File: src/rtl/univ_shift_reg.sv
// Universal shift register: hold/shift/rotate/load/clear per cycle plus a counted burst engine.
// Ports: clk, rstn, mode, sin_lsb, sin_msb, pdata, start, count -> out, sout_msb, sout_lsb, busy, done.
module univ_shift_reg #(
  parameter int               WIDTH   = 8,
  parameter int               CNT_W   = 4,
  parameter logic [WIDTH-1:0] RST_VAL = '0
) (
  input  logic             clk,
  input  logic             rstn,
  input  logic [2:0]       mode,
  input  logic             sin_lsb,
  input  logic             sin_msb,
  input  logic [WIDTH-1:0] pdata,
  input  logic             start,
  input  logic [CNT_W-1:0] count,
  output logic [WIDTH-1:0] out,
  output logic             sout_msb,
  output logic             sout_lsb,
  output logic             busy,
  output logic             done
);

  typedef enum logic {IDLE, BUSY} state_t;

  localparam logic [CNT_W-1:0] ONE = CNT_W'(1);

  state_t           state, state_n;
  logic [CNT_W-1:0] rem, rem_n;
  logic [2:0]       lmode, lmode_n;
  logic [WIDTH-1:0] out_n;
  logic             done_n;

  // Unknown op codes fall to the default branch and hold the register.
  function automatic logic [WIDTH-1:0] apply_op(
    input logic [2:0]       op,
    input logic [WIDTH-1:0] v,
    input logic [WIDTH-1:0] pd,
    input logic             sl,
    input logic             sm
  );
    case (op)
      3'b001:  apply_op = {v[WIDTH-2:0], sl};
      3'b010:  apply_op = {sm, v[WIDTH-1:1]};
      3'b011:  apply_op = {v[WIDTH-2:0], v[WIDTH-1]};
      3'b100:  apply_op = {v[0], v[WIDTH-1:1]};
      3'b101:  apply_op = pd;
      3'b110:  apply_op = {v[WIDTH-1], v[WIDTH-1:1]};
      3'b111:  apply_op = '0;
      default: apply_op = v;
    endcase
  endfunction

  function automatic logic is_shift(input logic [2:0] op);
    case (op)
      3'b001, 3'b010, 3'b011,
      3'b100, 3'b110: is_shift = 1'b1;
      default:        is_shift = 1'b0;
    endcase
  endfunction

  always_comb begin
    state_n = state;
    rem_n   = rem;
    lmode_n = lmode;
    out_n   = out;
    done_n  = 1'b0;
    case (state)
      IDLE: begin
        if (start) begin
          if (is_shift(mode) && count != '0) begin
            state_n = BUSY;
            lmode_n = mode;
            rem_n   = count;
          end else begin
            // Keep done a single-cycle pulse even for a rejected
            // start issued in the completion cycle.
            done_n = ~done;
          end
        end else begin
          out_n = apply_op(mode, out, pdata, sin_lsb, sin_msb);
        end
      end
      BUSY: begin
        out_n = apply_op(lmode, out, pdata, sin_lsb, sin_msb);
        rem_n = rem - ONE;
        if (rem == ONE) begin
          state_n = IDLE;
          done_n  = 1'b1;
        end
      end
      default: begin
        state_n = IDLE;
        rem_n   = '0;
      end
    endcase
  end

  always_ff @(posedge clk or negedge rstn) begin
    if (!rstn) begin
      state <= IDLE;
      rem   <= '0;
      lmode <= 3'b000;
      out   <= RST_VAL;
      done  <= 1'b0;
    end else begin
      state <= state_n;
      rem   <= rem_n;
      lmode <= lmode_n;
      out   <= out_n;
      done  <= done_n;
    end
  end

  assign busy     = (state == BUSY);
  assign sout_msb = out[WIDTH-1];
  assign sout_lsb = out[0];

endmodule
File: config.mk
export PLATFORM = sky130hd
export DESIGN_NAME = univ_shift_reg
export DESIGN_NICKNAME = d
export VERILOG_FILES = /design/src/rtl/univ_shift_reg.sv
export SDC_FILE = /design/constraint.sdc
export NUM_CORES = 1
export LEC_CHECK = 0
export BUFFER_PORTS_ARGS = -buffer_cell sky130_fd_sc_hd__buf_2
export CAP_MARGIN = 30
export CELL_PAD_IN_SITES_DETAIL_PLACEMENT = 0
export CELL_PAD_IN_SITES_GLOBAL_PLACEMENT = 2
export CORE_ASPECT_RATIO = 0.75
export CORE_MARGIN = 2
export CORE_UTILIZATION = 29
export DETAILED_ROUTE_END_ITERATION = 12
export PLACE_DENSITY_LB_ADDON = 0.15
export SLEW_MARGIN = 0
export SYNTH_ARGS = -nofsm -noshare
export SYNTH_HDL_FRONTEND = slang
export SYNTH_SLANG_ARGS = --single-unit
File: constraint.sdc
create_clock -name clk -period 1.56 [get_ports clk]
set_clock_uncertainty 0.2 [all_clocks]
set_input_delay 0.312 -clock clk [delete_from_list [all_inputs] [get_ports clk]]
set_output_delay 0.312 -clock clk [all_outputs]
set_load 0.02 [all_outputs]
==> results.ini, run 1 <==
[timing]
finalCritPeriodShare=1.07
fin_crit_ns=1.67
finalWorstSetupSlack_ns=-0.113
tightest_slew_ns=0.446
setup_tns_ns=-0.678
setup_viol=8
drv_slew=0
hold_violations=0
slew_headroom=0.703
max_freq_ghz=0.598
rsz0062_at_grt=yes

[die]
coreArea_sq_um=4870
ios=32
die_w_um=86.1
fp.dieH_um=65.6
start_util=0.301
rows=22
die_area_sq_um=5650

[placement]
dp_cells=277
hpwl_um=3680
port_buffers=31
gp_congestion=0.854
place_area_sq_um=1920

[worst_setup_path]
cp_max_fo=12
crit_chain=buf_4 -> o31a_1 -> a21oi_4 -> buf_12 -> nand2_1 -> o31ai_2
crit_start=lmode[2]$_DFFE_PN0P_
rrSetupSlack_ns=-0.11
path_buf_inv=2
slowest_stage=dfrtp_1
cp_top_family=compound AO/OA/AOI/OAI gates
cp.arrival_ns=1.64
worst_setup_path_start_kind=register
reg2reg_to=out[5]$_DFFE_PN0P_
worstSetupEndpointType=register
r2r-start=lmode[2]$_DFFE_PN0P_
r2r_cells=6
max_stage_delay_ns=0.40
cp.required_ns=1.52
critical_path_cell_count=6
crit_type=register to register
critPathCapture=out[5]$_DFFE_PN0P_

[final_layout]
layout_commonest_cell=buf_4
utilization=0.419
post-route-cell-area_sq_um=2040
drive_above_1_share=0.416
final_cell_mix=buf_4 (35), buf_2 (31), dfrtp_1 (14), nand2_1 (9), a221oi_1 (9)
n_antenna_cell=0
fin_cells=286
final_nets=249
area_growth_syn_to_layout_pct=39.3

[synth]
synth.area.mux_share=0.0444
synth_edf_count=0
syn_area_sq_um=1470
syn_nets=185
synthAdderAreaFrac=0.0171
synthCells=163
seq_area_frac_synth=0.290
synth_top_family_by_area=compound AO/OA/AOI/OAI gates
yosys_register_bits=17
synth_xor_area_frac=0.0239
synth_compound_gate_area_share=0.345
avgSynthCellArea_sq_um=9.00
yosysWarnings=0
synth_cell_types=46
async_reset_ff_frac=1.00
ys.flop_type=dfrtp_1
synth_simple_gate_area_share=0.202

[power_and_ir_drop]
power.density_nw_per_um2=2040
p_leak_nw=0.933
ir_worst_vdd_mv=0.573
finalPower_mw=4.17

[routing]
wl_um=4930
avgRoutedWirePerCell_um=17.2
drtIter0Drc=106
dr.pass1.iters=4
vias=1555
drc_errors=0
vias_per_cell=5.44
ant_nets=0

[clock_network]
numCtsBuffers=3
cts_tree=done
cts_max_level=1
clkSlewWorstSetupHoldPaths_ns=0.08
cts.sinks=17
root_buffer=clkbuf_8
clk_latency_ns=0.26
cts_max_path_buffers=2

[global_routing]
grt-ovfl-total=0
antenna_found_initial=0
grt_first_pass_wirelength_um=8030
grt_max_degree=18
grt_usage=0.184
first_global_vias=1509

[flow_run]
timing.max_cap.violations=0

[worst_hold_path]
hold_path.class=input port to register

[run_status]
outcome=finished, violations left
violations=setup timing

==> worst min-delay path by stage <==
stage               startpoint            endpoint  slack (ns)  depth (start not counted)
global route          count[3]  rem[3]$_DFFE_PN0P_        0.20                          3
global placement          rstn  out[4]$_DFFE_PN0P_        0.08                          1
finish                count[3]  rem[3]$_DFFE_PN0P_        0.20                          3
detailed placement        rstn  out[5]$_DFFE_PN0P_        0.08                          1
CTS                   count[3]  rem[3]$_DFFE_PN0P_        0.20                          3
floorplan                 rstn      busy$_DFF_PN0_       -0.18                          0
==> report_power, final <==
part	total (mW)	switching (mW)	internal [mW]	leakage [nW]
clock	0.351	0.173	0.178	0.0255
sequential	0.964	0.288	0.676	0.200
combinational	2.86	1.40	1.45	0.707
total	4.17	1.87	2.31	0.933
==> flip-flops by register name (all words and copies together), names as in the netlist <==
register / flops
busy: 1
done: 1
lmode: 3
out: 8
rem: 4
==> metrics by stage <==
stage	setup slack [ns]	hold WS, ns
detailed placement	-0.199	0.0820
floorplan	-0.0724	-0.184
finish	-0.113	0.205
global placement	-0.182	0.0791
CTS	-0.0975	0.202
global route	-0.227	0.201
==> cell usage after synthesis, types with 2 or more instances <==
master	instances	area, sq um
a21boi_0	4	30.0
nand2_1	10	37.5
nor2b_1	3	18.8
xor2_1	2	17.5
mux2_4	3	45.0
inv_1	8	30.0
nor3b_1	4	30.0
o311ai_0	2	17.5
nand2b_1	3	18.8
nor2_1	7	26.3
a41o_1	2	20.0
o31ai_1	8	60.1
a21o_1	7	52.6
a221oi_1	9	78.8
dfrtp_1	17	425
buf_2	7	35.0
a2111oi_0	3	26.3
xnor2_1	2	17.5
ha_1	2	25.0
o31a_1	3	26.3
o21ai_0	8	40.0
a22o_1	7	61.3
buf_4	3	22.5
a21oi_1	7	35.0
mux2i_1	2	20.0
nand3b_1	8	60.1
clkbuf_1	3	11.3
==> final cells by class <==
class | count | area (sq um)
multi-input cells | 123 | 946
clock inverters | 1 | 5.00
repair buffers | 73 | 513
clock buffers | 3 | 41.3
inverters | 9 | 33.8
well taps | 60 | 75.1
fillers | 496 | 2830
flip-flops and latches | 17 | 429
==> cell families after synthesis <==
kind of cell / Yosys count
mux: 5
fa+ha+maj: 2
flops: 17
xor+xnor: 4
simple gates: 46
compound gates: 66
buf+inv: 23
==> layer usage <==
layer,track usage,part of all wire
met5,0,0
met4,0.0357,0.0028
met3,0.0327,0.067
met2,0.258,0.42
met1,0.291,0.51
==> worst reg2reg max path, stage by stage (launching register included) <==
cell and delay, ns:
dfrtp_1 0.40, buf_4 0.14, o31a_1 0.32, a21oi_4 0.20, buf_12 0.16, nand2_1 0.07, o31ai_2 0.07
==> timing repair <==
action | in CTS | in global routing
setup buffers | 0 | 4
resized for setup | 6 | 9
setup endpoints to repair | 10 | 13
hold buffers | 1 | 0
hold endpoints to repair | 17 | 0
pin swaps | 2 | 3
Power figures use the tool's default switching activity.
==> inputs of run 2 (changes only) <==
==> constraint.sdc (replaced) <==
create_clock -name clk -period 1.56 [get_ports clk]
set_clock_uncertainty 0.2 [all_clocks]
set_input_delay 0.156 -clock clk [delete_from_list [all_inputs] [get_ports clk]]
set_output_delay 0.156 -clock clk [all_outputs]
set_load 0.02 [all_outputs]
==> run 2 against run 1 <==
Effect of this change: the run still ends with setup timing left; setup slack better by 0.072 ns; sequential cell count unchanged; cell count down 0.35%; core utilization unchanged; global-route usage down 1.1 points; hold slack worse by 0.10 ns; critical path depth unchanged; total power down 1.7%; clock power down 2%; critical endpoint unchanged; largest cell class unchanged; highest routed layer unchanged.
==> results.ini, run 2 (synthesized netlist as in run 1, its figures left out) <==
[timing]
finalCritPeriodShare=1.03
rsz0062_at_grt=yes
hold_violations=0
setup_viol=8
slew_headroom=0.715
finalWorstSetupSlack_ns=-0.0407
drv_slew=0
fin_crit_ns=1.60
tightest_slew_ns=0.428
max_freq_ghz=0.625

[worst_hold_path]
hold_path.class=input port to register

[run_status]
outcome=finished, violations left
violations=setup timing

[power_and_ir_drop]
ir_worst_vdd_mv=0.571
p_sw_mw=1.84
internal_power_mw=2.26
switching_share=0.448
p_leak_nw=0.927
power.density_nw_per_um2=2010
power_frac_seq=0.249
comb_power_share=0.667
clock_power_share=0.084
finalPower_mw=4.10

[routing]
drc_errors=0
met1_length_um=2430
dr.pass1.iters=4
vias=1550
vias_per_cell=5.44
ant_nets=0
wl_met3_um=230
avgRoutedWirePerCell_um=16.6
highest_layer=met4
wl_um=4740
drtIter0Drc=66
wl_met2_um=2050

[die]
fp.dieH_um=65.6
die_w_um=86.1
coreArea_sq_um=4870
start_util=0.301
rows=22
ios=32
die_area_sq_um=5650

[final_layout]
largest_registers=out (8), rem (4), lmode (3)
area_growth_syn_to_layout_pct=39.3
layout_commonest_cell=buf_4
n_antenna_cell=0
utilization=0.419
fin_cells=285
drive_above_1_share=0.413
final_cell_mix=buf_4 (36), buf_2 (31), dfrtp_1 (15), nand2_1 (10), a221oi_1 (9)
nFillCells=501
final_nets=248
largest_register=out
largest_reg_flops=8

[placement]
dp_slack_ns=-0.221
hpwl_um=3480
gp_congestion=0.811
port_buffers=31
dp_cells=274

[clock_network]
cts_max_level=1
clk_latency_ns=0.26
numCtsBuffers=3
cts_tree=done
cts_max_path_buffers=2
root_buffer=clkbuf_8
cts.sinks=17
clkSlewWorstSetupHoldPaths_ns=0.07

[flow_run]
timing.max_cap.violations=0

[worst_setup_path]
max_stage_delay_ns=0.40
crit_type=register to register
cp.arrival_ns=1.57
slowest_stage=dfrtp_1
worst_setup_path_start_kind=register
cp_max_fo=13
crit_chain=buf_6 -> o31a_1 -> a21oi_4 -> buf_12 -> nand2_1 -> o31ai_1
cp.required_ns=1.52
worstSetupEndpointType=register

[global_routing]
grt_max_degree=18
antenna_found_initial=0
grt_usage=0.174
first_global_vias=1510
grt-ovfl-total=0
grt_first_pass_wirelength_um=7510

-- run 2: cell count changes in the layout (fill, tap and decap cells not counted), sizes merged --
cell | before | now
dlygate4sd3 | 1 | 2
buf | 72 | 70
clkinvlp | 0 | 1
inv | 9 | 8
-- run 2: cell type report --
class | instances | area [sq um] | share of cell area
clock buffers | 3 | 41.3 | 0.0202
clock inverters | 1 | 5.00 | 0.00245
inverters | 9 | 37.5 | 0.0184
multi-input cells | 123 | 968 | 0.474
flip-flops and latches | 17 | 428 | 0.209
well taps | 60 | 75.1 | 0.0367
repair buffers | 72 | 488 | 0.239
-- run 2: critical path, delay by kind of cell, from the launching register on --
kind | cells | cell delay [ns]
DFF | 1 | 0.40
AOI/OAI and AO/OA | 3 | 0.55
and+or+nand+nor | 1 | 0.05
buffers and inverters | 2 | 0.30
-- run 2: metal layers --
metal | up-vias | track usage
li1 | 748 | -
met1 | 763 | 0.246
met2 | 37 | 0.266
met3 | 2 | 0.0427
met4 | 0 | 0.0377
met5 | - | 0
-- run 2: power groups by stage --
stage	clock (mW)	sequential [mW]	combinational, mW
after floorplan	0	1.04	1.58
after global placement	0	0.973	2.49
after detailed placement	0	0.979	2.50
after CTS	0.358	0.978	2.59
after global routing	0.378	1.06	3.00
final	0.343	1.02	2.74
-- run 2: final timing paths --
kind | startpoint | end | slack [ns] | cells after the start
setup / recovery | lmode[1]$_DFFE_PN0P_ | out[5]$_DFFE_PN0P_ | -0.04 | 6
hold / removal | count[0] | rem[0]$_DFFE_PN0P_ | 0.10 | 4
max in group asynchronous | rstn | busy$_DFF_PN0_ | 0.66 | 2
setup reg to reg | lmode[1]$_DFFE_PN0P_ | out[5]$_DFFE_PN0P_ | -0.04 | 6
hold reg to reg | done$_DFF_PN0_ | done$_DFF_PN0_ | 0.35 | 2
min in group asynchronous | rstn | out[5]$_DFFE_PN0P_ | 0.17 | 2
-- run 2: what timing repair did --
action	in CTS	in global routing
pin swaps	1	4
endpoints found under the setup margin	12	12
buffers inserted	1	3
gates resized for setup	7	12
endpoints found under the hold margin	18	0
hold buffers	2	0
cloned	0	1
-- run 2: per-stage QoR --
step           setup TNS [ns]  area (sq um)  hold slack (ns)
6_report               -0.248          2040            0.105
3_3_place_gp           -0.811          1890          -0.0780
4_1_cts                -0.275          1980            0.101
3_5_place_dp            -1.04          1890          -0.0789
2_1_floorplan         -0.0136          1490           -0.340
5_1_grt                -0.988          2040            0.129
